<file path="src/rtl/hs_pkg.sv">
// Shared definitions for the handshake arbiter controller: FSM state encoding,
// Prog mode constants, default sizing and a one-hot to index helper.
package hs_pkg;

    typedef enum logic [2:0] {
        ST_IDLE  = 3'd0,
        ST_ARB   = 3'd1,
        ST_WAIT1 = 3'd2,
        ST_WAIT2 = 3'd3,
        ST_XFER  = 3'd4,
        ST_DRAIN = 3'd5
    } hs_state_e;

    localparam logic [1:0] PROG_RT       = 2'b00;
    localparam logic [1:0] PROG_BM       = 2'b01;
    localparam logic [1:0] PROG_BOTH_PRI = 2'b10;
    localparam logic [1:0] PROG_BOTH_ALT = 2'b11;

    localparam int HS_NCH_DEF    = 4;
    localparam int HS_TO_CYC_DEF = 16;

    function automatic logic [3:0] oh2idx(input logic [15:0] oh);
        logic [3:0] idx;
        idx = '0;
        for (int i = 0; i < 16; i++) begin
            if (oh[i]) idx = idx | 4'(i);
        end
        return idx;
    endfunction

endpackage

</file>
<file path="src/rtl/hs_rr_arb.sv">
// Round-robin channel search: first set request at or after ptr, wrapping.
// Purely combinational; the caller registers the result.
module hs_rr_arb #(
    parameter int NCH = 4,
    parameter int PW  = 2
) (
    input  logic [NCH-1:0] req,
    input  logic [PW-1:0]  ptr,
    output logic [NCH-1:0] gnt,
    output logic           vld
);

    logic [PW:0]   sum;
    logic [PW-1:0] idx;

    always_comb begin
        gnt = '0;
        vld = 1'b0;
        sum = '0;
        idx = '0;
        for (int i = 0; i < NCH; i++) begin
            sum = {1'b0, ptr} + (PW+1)'(i);
            if (sum >= (PW+1)'(NCH)) sum = sum - (PW+1)'(NCH);
            idx = sum[PW-1:0];
            if (!vld && req[idx]) begin
                gnt[idx] = 1'b1;
                vld      = 1'b1;
            end
        end
    end

endmodule

</file>
<file path="src/rtl/hs_arb_ctrl.sv">
// Handshake arbiter controller: round-robin grant, two-phase ready handshake,
// one-cycle transfer and drain. Optional wait-state timeout via HS_TIMEOUT_EN.
module hs_arb_ctrl
    import hs_pkg::*;
#(
    parameter int NCH    = HS_NCH_DEF,
    parameter int TO_CYC = HS_TO_CYC_DEF
) (
    input  logic           CK,
    input  logic           RstN,
    input  logic [NCH-1:0] WantRt,
    input  logic [NCH-1:0] WantBm,
    input  logic [NCH-1:0] Rdy1,
    input  logic [NCH-1:0] Rdy2,
    input  logic           FullI,
    input  logic           FullO,
    input  logic           InDone,
    input  logic [1:0]     Prog,
    output logic [NCH-1:0] Grant,
    output logic           XferRt,
    output logic           XferBm,
    output logic           Done,
    output logic           Busy,
    output logic           Err,
    output logic [2:0]     State
);

    localparam int PW = $clog2(NCH);

    hs_state_e      state_q, state_d;
    logic [NCH-1:0] grant_q, grant_d;
    logic [NCH-1:0] tog_q, tog_d;
    logic [PW-1:0]  ptr_q, ptr_d;
    logic           type_bm_q, type_bm_d;
    logic           busy_q, busy_d;
    logic           to_hit;

    logic [NCH-1:0] req_vec;
    logic [NCH-1:0] rr_gnt;
    logic           rr_vld;
    logic [3:0]     gnt_idx;
    logic [PW-1:0]  ptr_adv;
    logic           sel_bm, want_rt_sel, want_bm_sel, tog_sel, held;

    always_comb begin
        case (Prog)
            PROG_RT: req_vec = WantRt;
            PROG_BM: req_vec = WantBm;
            default: req_vec = WantRt | WantBm;
        endcase
    end

    hs_rr_arb #(.NCH(NCH), .PW(PW)) u_rr (
        .req (req_vec),
        .ptr (ptr_q),
        .gnt (rr_gnt),
        .vld (rr_vld)
    );

    assign want_rt_sel = |(WantRt & rr_gnt);
    assign want_bm_sel = |(WantBm & rr_gnt);
    assign tog_sel     = |(tog_q & rr_gnt);
    assign gnt_idx     = oh2idx(16'(grant_q));
    assign ptr_adv     = (gnt_idx == 4'(NCH-1)) ? '0 : PW'(gnt_idx + 4'd1);
    assign held        = type_bm_q ? |(WantBm & grant_q) : |(WantRt & grant_q);

    // Toggle bit set means the channel was last served as a route move.
    always_comb begin
        case (Prog)
            PROG_RT:       sel_bm = 1'b0;
            PROG_BM:       sel_bm = 1'b1;
            PROG_BOTH_PRI: sel_bm = !want_rt_sel;
            default:       sel_bm = (want_rt_sel && want_bm_sel) ? tog_sel : !want_rt_sel;
        endcase
    end

    always_comb begin
        state_d   = state_q;
        grant_d   = grant_q;
        tog_d     = tog_q;
        ptr_d     = ptr_q;
        type_bm_d = type_bm_q;
        case (state_q)
            ST_IDLE: begin
                if (|req_vec && !FullI && !FullO) state_d = ST_ARB;
            end
            ST_ARB: begin
                if (rr_vld) begin
                    grant_d   = rr_gnt;
                    type_bm_d = sel_bm;
                    state_d   = ST_WAIT1;
                end else begin
                    state_d = ST_IDLE;
                end
            end
            ST_WAIT1, ST_WAIT2: begin
                if (!held) begin
                    state_d = ST_IDLE;
                    grant_d = '0;
                end else if (to_hit) begin
                    state_d = ST_IDLE;
                    grant_d = '0;
                    ptr_d   = ptr_adv;
                end else if (!FullO) begin
                    if (state_q == ST_WAIT1 && |(Rdy1 & grant_q)) state_d = ST_WAIT2;
                    if (state_q == ST_WAIT2 && |(Rdy2 & grant_q)) state_d = ST_XFER;
                end
            end
            ST_XFER: begin
                state_d = ST_DRAIN;
                tog_d   = type_bm_q ? (tog_q & ~grant_q) : (tog_q | grant_q);
            end
            ST_DRAIN: begin
                if (InDone || to_hit) begin
                    state_d = ST_IDLE;
                    grant_d = '0;
                    ptr_d   = ptr_adv;
                end
            end
            default: begin
                state_d = ST_IDLE;
                grant_d = '0;
            end
        endcase
        busy_d = (state_d != ST_IDLE);
    end

    always_ff @(posedge CK or negedge RstN) begin
        if (!RstN) begin
            state_q   <= ST_IDLE;
            grant_q   <= '0;
            tog_q     <= '0;
            ptr_q     <= '0;
            type_bm_q <= 1'b0;
            busy_q    <= 1'b0;
        end else begin
            state_q   <= state_d;
            grant_q   <= grant_d;
            tog_q     <= tog_d;
            ptr_q     <= ptr_d;
            type_bm_q <= type_bm_d;
            busy_q    <= busy_d;
        end
    end

`ifdef HS_TIMEOUT_EN
    localparam int CW = $clog2(TO_CYC + 1);

    logic [CW-1:0] cnt_q, cnt_d;
    logic          err_q, err_d;
    logic          in_wait;

    assign in_wait = (state_q == ST_WAIT1) || (state_q == ST_WAIT2) || (state_q == ST_DRAIN);
    assign to_hit  = in_wait && (cnt_q == CW'(TO_CYC - 1));

    // A state change restarts the count, so each wait state gets its own budget.
    always_comb begin
        cnt_d = '0;
        if (state_d == state_q && in_wait) cnt_d = cnt_q + 1'b1;
        err_d = err_q;
        if (state_q == ST_ARB) err_d = 1'b0;
        if (to_hit && held && !(state_q == ST_DRAIN && InDone)) err_d = 1'b1;
        if (to_hit && state_q == ST_DRAIN && !InDone) err_d = 1'b1;
    end

    always_ff @(posedge CK or negedge RstN) begin
        if (!RstN) begin
            cnt_q <= '0;
            err_q <= 1'b0;
        end else begin
            cnt_q <= cnt_d;
            err_q <= err_d;
        end
    end

    assign Err = err_q;
`else
    assign to_hit = 1'b0;
    // No timeout hardware in this build; the comparison folds to constant 0.
    assign Err    = (TO_CYC < 0);
`endif

    assign Grant  = grant_q;
    assign Busy   = busy_q;
    assign State  = state_q;
    assign XferRt = (state_q == ST_XFER) && !type_bm_q;
    assign XferBm = (state_q == ST_XFER) && type_bm_q;
    assign Done   = (state_q == ST_DRAIN) && InDone;

endmodule

</file>
<file path="config.mk">
export PLATFORM = sky130hd
export DESIGN_NAME = hs_arb_ctrl
export DESIGN_NICKNAME = d
export VERILOG_FILES = /design/src/rtl/hs_pkg.sv /design/src/rtl/hs_rr_arb.sv /design/src/rtl/hs_arb_ctrl.sv
export SDC_FILE = /design/constraint.sdc
export NUM_CORES = 1
export LEC_CHECK = 0
export CORE_MARGIN = 3
export CORE_UTILIZATION = 25
export CTS_CLUSTER_SIZE = 20
export DETAILED_ROUTE_END_ITERATION = 16
export GPL_TIMING_DRIVEN = 0
export PLACE_DENSITY_LB_ADDON = 0.1
export REMOVE_ABC_BUFFERS = 1
export SYNTH_ARGS = -nofsm -noshare
export SYNTH_HDL_FRONTEND = slang
export SYNTH_SLANG_ARGS = --single-unit
export TNS_END_PERCENT = 30
</file>
<file path="constraint.sdc">
create_clock -name CK -period 5.8 [get_ports CK]
set_clock_uncertainty 0.15 [all_clocks]
set_input_delay 0.87 -clock CK [delete_from_list [all_inputs] [get_ports CK]]
set_output_delay 0.87 -clock CK [all_outputs]
set_load 0.05 [all_outputs]
</file>
Word level (Yosys, flattened, before mapping)
Cells that the tools add are included.
{ "classes": {"addsub": 8, "n_lt_le_gt_ge": 12, "eq_ne": 11, "mux": 49, "bitwise_logic": 15, "n_reduce_logical": 38} }
{ "ops": {"columns": ["cell", "count"], "rows": [
  ["$and A4 B4 Y4", 8],
  ["$mux W4", 8],
  ["$reduce_or A4 Y1", 8],
  ["$or A4 B4 Y4", 5],
  ["$mux W3", 6],
  ["$mux W2", 8],
  ["$pmux W4 S4", 1],
  ["$logic_and A1 B1 Y1", 15],
  ["$mux W1", 15],
  ["$pmux W3 S5", 1],
  ["$lt A2 B3 Y1 const B", 4],
  ["$ge A3 B3 Y1 const B", 3],
  ["$bmux W1 S2", 4],
  ["$demux W1 S2", 4],
  ["$ge A2 B1 Y1 const B", 4],
  ["$pmux W4 S2", 1],
  ["$sub A2 B1 Y2 const B", 4],
  ["$logic_not A1 Y1", 7],
  ["$add A2 B2 Y3 const B", 2],
  ["$eq A3 B2 Y1 const B", 2],
  ["$eq A3 B3 Y1 const B", 2],
  ["$ne A2 B2 Y1 const B", 3],
  ["$eq A4 B2 Y1 const B", 1],
  ["$not A4 Y4", 1],
  ["other kinds (14)", 16]
]} }
{ "word_totals": {"ff_bits": 15, "input_bits": 23, "output_inout_bits": 12, "word_cells": 139} }

Depth between registers and ports, before layout
Gate-level depths: netlist (run 1).
{ "depth": {"depth_word": 19, "ltp_mapped": 11, "mapped_depth_nobuf": 10} }

By module
A second synthesis (run 1) with hierarchy kept.
{ "hier_totals": {"hier_cells": 179, "hier_area_um2": 1502.7} }
{ "modules_own_cells": {"columns": ["module", "instances", "cells_each", "area_per_inst_um2", "seq_area_each_um2"], "rows": [
  ["hs_arb_ctrl", 1, 117, 994.7, 375.4],
  ["hs_rr_arb", 1, 62, 508.0, 0.0]
]} }

Least setup slack after synthesis (run 1)
Ideal clock, no wire load.
{ "synth_timing": {"path_kind": "register to register", "start": "register ptr_q[0]", "end": "register type_bm_q", "setup_time_ns": 0.134, "t_arrival_ns": 2.818, "required_ns": 5.516, "setup_slack_ns": 2.698, "stages_incl_launch_ff": 12, "path_buffers": 1, "synth_period_minus_slack_ns": 3.102, "path_cell_list": "dfrtp_1 clkbuf_1 inv_1 ha_1 or2_2 o221ai_2 and2_4 nor3b_1 or2_1 a221o_1 o211ai_1 a31oi_1"} }
{ "synth_via": {"elab_chain_len": 19, "elab_cells_between_ends": 71, "cone_classes": "7 x add/sub; 12 x order compare; 30 x mux; 6 x bitwise; 16 x reduce/logical"} }
{ "synth_lines": {"columns": ["element", "line", "rtl"], "rows": [
  ["start: declaration", "hs_arb_ctrl.sv:33", "logic [PW-1:0] ptr_q, ptr_d;"],
  ["start signal: assignment", "hs_arb_ctrl.sv:140", "ptr_q <= ptr_d;"],
  ["parallel branches: the longest is 19 deep, another holds $add A2 B1 Y3", null, null],
  ["end signal: assignment", "hs_arb_ctrl.sv:141", "type_bm_q <= type_bm_d;"],
  ["end: declaration", "hs_arb_ctrl.sv:34", "logic type_bm_q, type_bm_d;"]
]} }
Parallel ways; which one is timed is not known. The select of a mux whose other input is x is not followed.
A chain may end at the register's enable or synchronous reset.

Final worst setup path (run 1)
{ "layout_timing": {"start": "input port Prog[1]", "end": "register type_bm_q"} }
{ "layout_via": {"elab_chain_len": 19, "elab_cells_between_ends": 40, "cone_classes": "2 x eq/ne; 19 x mux; 6 x bitwise; 13 x reduce/logical"} }
{ "layout_lines": {"columns": ["element", "line", "rtl"], "rows": [
  ["start: declaration", "hs_arb_ctrl.sv:18", "input logic [1:0] Prog,"],
  ["$eq A2 B1 Y1 or $logic_not A2 Y1 (tied branches)", "hs_arb_ctrl.sv:46, hs_arb_ctrl.sv:69", null],
  ["$pmux W4 S2", "hs_arb_ctrl.sv:46", "case (Prog)"],
  ["$bmux W1 S2", "hs_rr_arb.sv:25", "if (!vld && req[idx]) begin"],
  ["$mux W1 (not written as such)", "hs_rr_arb.sv:25", null],
  ["$mux W1", "hs_rr_arb.sv:25", null],
  ["$logic_not A1 Y1", "hs_rr_arb.sv:25", null],
  ["$logic_and A1 B1 Y1", "hs_rr_arb.sv:25", null],
  ["$mux W1", "hs_rr_arb.sv:25", null],
  ["[... 3 more ...]", null, null],
  ["$logic_not A1 Y1", "hs_rr_arb.sv:25", null],
  ["$logic_and A1 B1 Y1", "hs_rr_arb.sv:25", null],
  ["$mux W4", "hs_rr_arb.sv:25", null],
  ["$and A4 B4 Y4 (on tied branches)", "hs_arb_ctrl.sv:60, hs_arb_ctrl.sv:61", null],
  ["$reduce_or A4 Y1 (on tied branches)", "hs_arb_ctrl.sv:60, hs_arb_ctrl.sv:61", null],
  ["$logic_not A1 Y1 or $logic_and A1 B1 Y1 (tied branches)", "hs_arb_ctrl.sv:72, hs_arb_ctrl.sv:73", null],
  ["$mux W1", "hs_arb_ctrl.sv:73", "default: sel_bm = (want_rt_sel && want_bm_sel) ? tog_sel : !want_rt_sel;"],
  ["$pmux W1 S3", "hs_arb_ctrl.sv:69", "case (Prog)"]
]} }
Several ways; a longest one is shown, not always the timed one. The select of a mux whose other input is x is not followed.

==> results of run 1 <==
[power by group]
group          leakage [uW]  switching [uW]  internal (uW)
clock             0.0000228            32.4           48.5
sequential         0.000197            65.8            132
combinational      0.000541             226            153
[synthesized netlist by cell type (5+ instances only)]
| library cell | count |
|---|---|
| nand2_1 | 20 |
| dfrtp_1 | 15 |
| inv_1 | 15 |
| o21ai_0 | 14 |
| nor2_1 | 9 |
| a22oi_1 | 8 |
| a21oi_1 | 7 |
| clkbuf_1 | 7 |
| ha_1 | 7 |
| nand3_1 | 7 |
| a22o_1 | 6 |
| o211ai_1 | 6 |
| nor3_1 | 5 |
[logic make-up (layout without fill, tap and decap cells)]
kind of cell / Yosys count / after routing / share of synthesized area [%]
DFF: 15 / 15 / 24.1
adders and majority gates: 7 / 7 / 5.62
other: 1 / 1 / 0.241
and+or+nand+nor: 71 / 71 / 24.6
buffers and inverters: 28 / 52 / 7.63
AOI/OAI and AO/OA: 75 / 75 / 37.3
xor gates and xnor gates: 1 / 1 / 0.562
[worst min-delay path, stage by stage, from the launching register on]
cell	delay [ns]
dfrtp_1	0.36
nand2_1	0.05
o21ai_0	0.06
[worst paths after layout]
path                          start                         end  slack (ns)  depth (start not counted)
max                         Prog[1]                   type_bm_q        1.84                         10
min                        register                    register        0.35                          2
max reg2reg                ptr_q[0]                   type_bm_q        2.30                         10
min reg2reg                register                    register        0.35                          2
max in group asynchronous      RstN                    Grant[2]        4.22                          1
min in group asynchronous      RstN  asynchronous set/reset pin        0.87                          1
[metrics by stage]
step | setup WS [ns] | power [uW] | utilization, % | area (sq um) | hold WS [ns]
floorplan | 2.83 | 441 | - | 1500 | 0.298
global placement | 1.60 | 585 | 32.0 | 1920 | 0.324
detailed placement | 1.63 | 580 | 32.0 | 1920 | 0.343
CTS | 1.90 | 663 | 32.8 | 1960 | 0.356
global route | 1.46 | 713 | 32.8 | 1960 | 0.400
finish | 1.84 | 658 | 32.8 | 1960 | 0.350
[area by class of cell]
type	count	area (sq um)
Clock buffer	4	45.0
Fill cell	644	4030
Inverter	15	56.3
Multi-Input combinational cell	155	1060
Sequential cell	15	375
Tap cell	75	93.8
Timing Repair Buffer	33	330
[layer usage]
metal | track usage [%] | vias up | wire length (um)
met5 | 0 | - | 0
met4 | 3.45 | 0 | 34
met3 | 0.971 | 4 | 174
met2 | 22.4 | 43 | 2360
met1 | 21.3 | 775 | 2440
li1 | - | 799 | -
==> results_dict.tcl, run 1 <==
set metrics [dict create \
    synth_seq_cells 15 \
    clkTransAtPathRegs_ns 0.06 \
    arrival_ns 3.92 \
    synth_top_area_share_pct 24.1 \
    critPathTopFamily "compound AO/OA/AOI/OAI gates" \
    wirelength_um 5010 \
    routabilityCongestion 0.784 \
    synth_edf_count 0 \
    cts_tree "built" \
    vias_per_cell 5.46 \
    finalSetupViolations 0 \
    ys.flop_type "dfrtp_1" \
    core_sq_um 5990 \
    die_x_um 84.9 \
    cts_made_buffers 3 \
    grt_max_degree 17 \
    slew_violations 0 \
    clock.fmax_mhz 253 \
    first_pass_iters 4 \
    drive_gt1_share_pct 6.31 \
    grt_pass1_wl_um 8300 \
    clockRootBuffer "clkbuf_8" \
    p_leak_uw 0.000760 \
    syn_to_final_growth_pct 26.1 \
    synthCells 198 \
    dieArea_sq_um 7210 \
    grt_setup_unrepaired "no" \
    groute.usage.overall_pct 14.3 \
    grt_pass1_vias 1615 \
    post_cts_buffers 0 \
    clockBufferDepth 2 \
    avgSynthCellArea_sq_um 7.87 \
    status "completed" \
    crit_path_top_delay_cell "clkdlybuf4s50_1" \
    crit_type "in2reg" \
    synth_cell_types 54 \
    antenna_found_initial 0 \
    finalCritPeriodShare_pct 68.2 \
    final_nets 253 \
    wl_per_cell_um 16.9 \
    crit_top_cell "a31oi_1" \
    cp_cell_sequence "clkdlybuf4s50_1, nand2b_2, a21oi_1, o311ai_0, nand3_1, o311a_1, o21ai_0, a22oi_1, a31oi_1, a31oi_1" \
    max_slew_margin_pct 39.2 \
    syn_area_sq_um 1560 \
    tns_ns 0 \
    fin_crit_ns 3.96 \
    clock_latency_ns 0.24 \
    antennaDiodeCount 0 \
    dp.cells 293 \
    ios 35 \
    cap_violations 0 \
    cp.required_ns 5.76 \
    dpl.hpwl_um 3940 \
    mostFrequentLayoutCell "clkdlybuf4s50_1" \
    post_cts_resized 0 \
    synth-seq-area-share_pct 24.1 \
    ys.warnings.count 0 \
    grt_overflow 0 \
    path_buf_inv 1 \
    synthTopCellsByArea "dfrtp_1, ha_1, nand2_1" \
    most-common-layout-cells "clkdlybuf4s50_1, nand2_1, dfrtp_1, inv_1, o21ai_0" \
    final_cells 297 \
    route.vias.total 1621 \
    cellPowerDensity_nw_per_um2 335 \
    clkSinkCount 15 \
    holdCritPathClass "reg2reg" \
    die_y_um 84.9 \
    critPathMaxFanout 15 \
    drc 0 \
    worstSetupEndpointType "register" \
    ant_nets 0 \
    holdBufCountCts 0 \
    start_util_pct 26.0 \
    async_flop_share_pct 100 \
    fp-row-count 28 \
    portBuffers 33 \
    synth_top_area_cell "dfrtp_1" \
    drt_iter0_drc 118 \
    timing_hold_violations_final 0 \
    start_kind "primary input" \
    htreeDepth 1 \
    cp_slowest_stage_delay_ns 0.84 \
    ir_drop_v 0.000203 \
    worst_pin_slew_ns 0.901 \
]
(Power assumes the default switching activity.)
==> run 2, diff against run 1 <==
==> constraint.sdc (replaced) <==
create_clock -name CK -period 3.4 [get_ports CK]
set_clock_uncertainty 0.15 [all_clocks]
set_input_delay 0.51 -clock CK [delete_from_list [all_inputs] [get_ports CK]]
set_output_delay 0.51 -clock CK [all_outputs]
set_load 0.05 [all_outputs]
==> run 2 against run 1 <==
  * Power up 74%
  * Register-to-register slack worse by 2.1 ns
  * Via count up 2.0%
  * Critical path type unchanged
  * Wire length up 0.62%
  * Final cell count up 1.7%
  * Largest cell class unchanged
  * Global-route usage unchanged
==> results_dict.tcl, run 2 (same netlist as run 1, synthesis figures left out) <==
set metrics [dict create \
    grt_setup_unrepaired "no" \
    cp.required_ns 3.36 \
    fp-row-count 28 \
    hold_slack_ns 0.349 \
    hold_depth 2 \
    grt_pass1_wl_um 8300 \
    cts_made_buffers 3 \
    clock_latency_ns 0.24 \
    r2r_slack_ns 0.25 \
    met2_usage_pct 22.4 \
    worstSetupEndpointType "register" \
    routabilityCongestion 0.784 \
    finalSetupViolations 0 \
    groute.usage.overall_pct 14.3 \
    crit_type "in2reg" \
    tns_ns 0 \
    ff2ff_path_depth 10 \
    clockBufferDepth 2 \
    die_y_um 84.9 \
    clkTransAtPathRegs_ns 0.06 \
    wirelength_um 5050 \
    slew_violations 0 \
    final_cells 302 \
    clkSinkCount 15 \
    antennaDiodeCount 0 \
    dpl.hpwl_um 3940 \
    critPathMaxFanout 10 \
    drt_iter0_drc 140 \
    p_leak_uw 0.000801 \
    drc 0 \
    portBuffers 33 \
    holdBufCountCts 0 \
    clock.fmax_mhz 315 \
    drive_gt1_share_pct 10.6 \
    wl_per_cell_um 16.7 \
    timing_hold_violations_final 0 \
    route.vias.total 1654 \
    max_slew_margin_pct 57.6 \
    setup_ws_ns 0.230 \
    clockRootBuffer "clkbuf_8" \
    grt-busiest-layer "met2" \
    finalCritPeriodShare_pct 93.2 \
    final_nets 258 \
    status "completed" \
    grt_max_degree 17 \
    cap_violations 0 \
    vias_per_cell 5.48 \
    fin_crit_ns 3.17 \
    ant_nets 0 \
    syn_to_final_growth_pct 29.2 \
    holdCritPathClass "reg2reg" \
    cellPowerDensity_nw_per_um2 567 \
    met1_usage_pct 21.3 \
    most-common-layout-cells "clkdlybuf4s50_1, nand2_1, inv_1" \
    grt_overflow 0 \
    dieArea_sq_um 7210 \
    htreeDepth 1 \
    arrival_ns 3.13 \
    core_sq_um 5990 \
    worst_pin_slew_ns 0.633 \
    post-place-ws_ns -0.413 \
    dp.cells 293 \
    antenna_found_initial 0 \
    met3_usage_pct 0.971 \
    start_util_pct 26.0 \
    grt_pass1_vias 1615 \
    start_kind "primary input" \
    ios 35 \
    first_pass_iters 5 \
    mostFrequentLayoutCell "clkdlybuf4s50_1" \
    cts_tree "built" \
    ir_drop_v 0.000347 \
    die_x_um 84.9 \
]
[run 2: layer usage]
layer  vias up  wire [um]
met5         -          0
met4         0         33
met3         4        222
met2        53       2360
met1       786       2430
li1        811          -
[run 2: repair_timing]
action,in CTS,in global routing
pin swaps,0,1
endpoints found under the setup margin,1,1
buffers inserted,0,5
resized for setup,3,7
[run 2: where the power goes]
part | switching (uW) | internal, uW | leakage [uW]
Combinational | 396 | 277 | 0.000584
Sequential | 104 | 227 | 0.000195
Clock | 54.9 | 82.7 | 0.0000228
Total | 555 | 587 | 0.000801
[run 2: path summary, 6_finish.rpt]
path                                                   end       from
worst max-delay path                             type_bm_q  WantRt[3]
worst min-delay path                              register   register
worst max register to register                   type_bm_q   ptr_q[0]
worst min register to register                    register   register
max in group asynchronous                         ptr_q[0]       RstN
min in group asynchronous       asynchronous set/reset pin       RstN
[run 2: metrics by stage]
stage	total power (uW)	cell area, sq um	utilization [%]
finish	1140	2010	33.6
global route	1240	2010	33.6
CTS	1130	1960	32.8
detailed placement	990	1920	32.0
global placement	997	1920	32.0
floorplan	752	1500	-
[run 2: area by class of cell]
cell class | count | area, sq um
multi-input cells | 155 | 1070
fillers | 646 | 3980
clock buffers | 4 | 45.0
flip-flops and latches | 15 | 378
well taps | 75 | 93.8
inverters | 15 | 56.3
repair buffers | 38 | 368
[run 2: worst max-delay path, stage by stage]
cell and delay [ns]:
clkdlybuf4s50_1 0.69, nor2b_1 0.09, o211ai_1 0.21, o211ai_1 0.16
a32oi_2 0.40, o221ai_2 0.14, or2_1 0.28, a221o_1 0.36
o211ai_1 0.19, a31oi_1 0.11
==> run 3, diff against run 2 <==
--- a/config.mk
+++ b/config.mk
@@ -5,13 +5,13 @@
 export SDC_FILE = /design/constraint.sdc
 export NUM_CORES = 1
 export LEC_CHECK = 0
-export CORE_MARGIN = 3
 export CORE_UTILIZATION = 25
 export CTS_CLUSTER_SIZE = 20
 export DETAILED_ROUTE_END_ITERATION = 16
 export GPL_TIMING_DRIVEN = 0
 export PLACE_DENSITY_LB_ADDON = 0.1
 export REMOVE_ABC_BUFFERS = 1
+export SETUP_SLACK_MARGIN = 0.2
 export SYNTH_ARGS = -nofsm -noshare
 export SYNTH_HDL_FRONTEND = slang
 export SYNTH_SLANG_ARGS = --single-unit
==> run 3 against run 2 <==
  * Cell area is 1.3% higher
  * Non-clock buffer count unchanged
  * Critical path depth did not move
  * Clock power increased by 7%
  * Maximum frequency is 1.4% higher
  * Worst setup slack improved by 0.043 ns
  * First-iteration DRC count down 13%
  * Worst hold slack got worse by 0.0033 ns
  * Wire length fell by 5.3%
  * Clock-buffer cell count is 1 lower
  * Sequential cell count unchanged
==> results_dict.tcl, run 3 (same netlist as run 1, synthesis figures left out) <==
set metrics [dict create \
    drive_gt1_share_pct 11.5 \
    arrival_ns 3.09 \
    critPathMaxFanout 7 \
    clkTransAtPathRegs_ns 0.06 \
    wirelength_um 4780 \
    total_power_uw 1150 \
    final_nets 258 \
    start_kind "primary input" \
    startpoint "WantBm[1]" \
    grt_pass1_vias 1521 \
    cp_slowest_stage_delay_ns 0.64 \
    worst_pin_slew_ns 0.711 \
    start_util_pct 26.2 \
    cp.required_ns 3.37 \
    max_slew_margin_pct 52.5 \
    finalSetupViolations 0 \
    die_x_um 80.9 \
    p_leak_uw 0.000816 \
    holdCritPathClass "reg2reg" \
    r2r-start "ptr_q[0]" \
    status "completed" \
    cellPowerDensity_nw_per_um2 566 \
    clockBufferDepth 2 \
    ir_drop_v 0.000428 \
    timing_hold_violations_final 0 \
    drc 0 \
    routabilityCongestion 0.844 \
    ant_nets 0 \
    route.vias.total 1661 \
    crit_type "in2reg" \
    finalCritPeriodShare_pct 92.0 \
    wl_per_cell_um 15.8 \
    clockRootBuffer "clkbuf_8" \
    grt_setup_unrepaired "no" \
    drt_iter0_drc 122 \
    clkSinkCount 15 \
    grt_max_degree 16 \
    mostFrequentLayoutCell "clkdlybuf4s50_1" \
    ios 35 \
    cp_cell_sequence "clkdlybuf4s50_1, o22ai_1, a22oi_1, a311oi_1, a32oi_4, o221ai_2, or2_1, a221o_1, o211ai_1, a31oi_1" \
    antenna_found_initial 0 \
    fin_crit_ns 3.13 \
    cts_made_buffers 3 \
    crit_path_top_delay_cell "clkdlybuf4s50_1" \
    holdBufCountCts 0 \
    first_pass_iters 5 \
    syn_to_final_growth_pct 30.9 \
    most-common-layout-cells "clkdlybuf4s50_1, nand2_1, inv_1" \
    die_y_um 80.9 \
    slew_violations 0 \
    worstSetupEndpointType "register" \
    antennaDiodeCount 0 \
    fp-row-count 28 \
    vias_per_cell 5.50 \
    dieArea_sq_um 6550 \
    grt_pass1_wl_um 7620 \
    portBuffers 33 \
    htreeDepth 1 \
    dpl.hpwl_um 3590 \
    grt_overflow 0 \
    hold_slack_ns 0.345 \
    core_sq_um 5960 \
    groute.usage.overall_pct 15.1 \
    clock_latency_ns 0.25 \
    clock.fmax_mhz 320 \
    cts_tree "built" \
    cap_violations 0 \
]
==> run 3: cell type report <==
cell class                      instances  area (sq um)
Tap cell                               75          93.8
Timing Repair Buffer                   38           370
Inverter                               15          56.3
Clock buffer                            3          41.3
Clock inverter                          1          5.00
Sequential cell                        15           378
Multi-Input combinational cell        155          1090
Fill cell                             652          3920
==> run 3: what timing repair did <==
action / CTS / global route
pin swaps: 0 / 3
gates resized for setup: 4 / 12
setup endpoints to repair: 1 / 1
gates cloned: 0 / 0
buffers inserted: 1 / 4
==> run 3: layer usage <==
metal	part of all wire, %	GRT usage [%]	vias to the layer above
li1	-	-	814
met3	6.0	2.81	4
met2	46	23.4	54
met1	47	21.2	789
met4	0.96	4.29	0
met5	0	0	-
==> run 3: final timing paths <==
kind	endpoint	slack, ns	cells past startpoint
worst max-delay path	type_bm_q	0.27	10
worst min-delay path	register	0.35	2
worst max register to register	type_bm_q	0.40	10
worst min register to register	register	0.35	2
max in group asynchronous	ptr_q[0]	2.08	1
min in group asynchronous	ptr_q[1]	0.53	1
==> run 3: power by group <==
group          leakage, uW  switching (uW)  internal [uW]
Sequential        0.000195            87.4            227
Clock            0.0000255            66.0           81.2
Combinational     0.000596             411            282
Total             0.000816             564            590
==> run 3: per-stage QoR <==
step | setup TNS, ns | area, sq um | setup slack [ns] | utilization, % | std cells
after global routing | 0 | 2040 | 0.175 | 34.2 | 302
final | 0 | 2040 | 0.272 | 34.2 | 302
after detailed placement | -0.295 | 1920 | -0.295 | 32.2 | 293
after global placement | -0.372 | 1920 | -0.372 | 32.2 | 293
after floorplan | 0 | 1500 | 0.434 | - | 185
after CTS | 0 | 1970 | 0.214 | 33.1 | 298
==> run 3: critical path: cells and delay by family <==
kind	cells	cell delay, ns
compound gates	8	1.66
buf+inv	1	0.64
simple gates	1	0.27
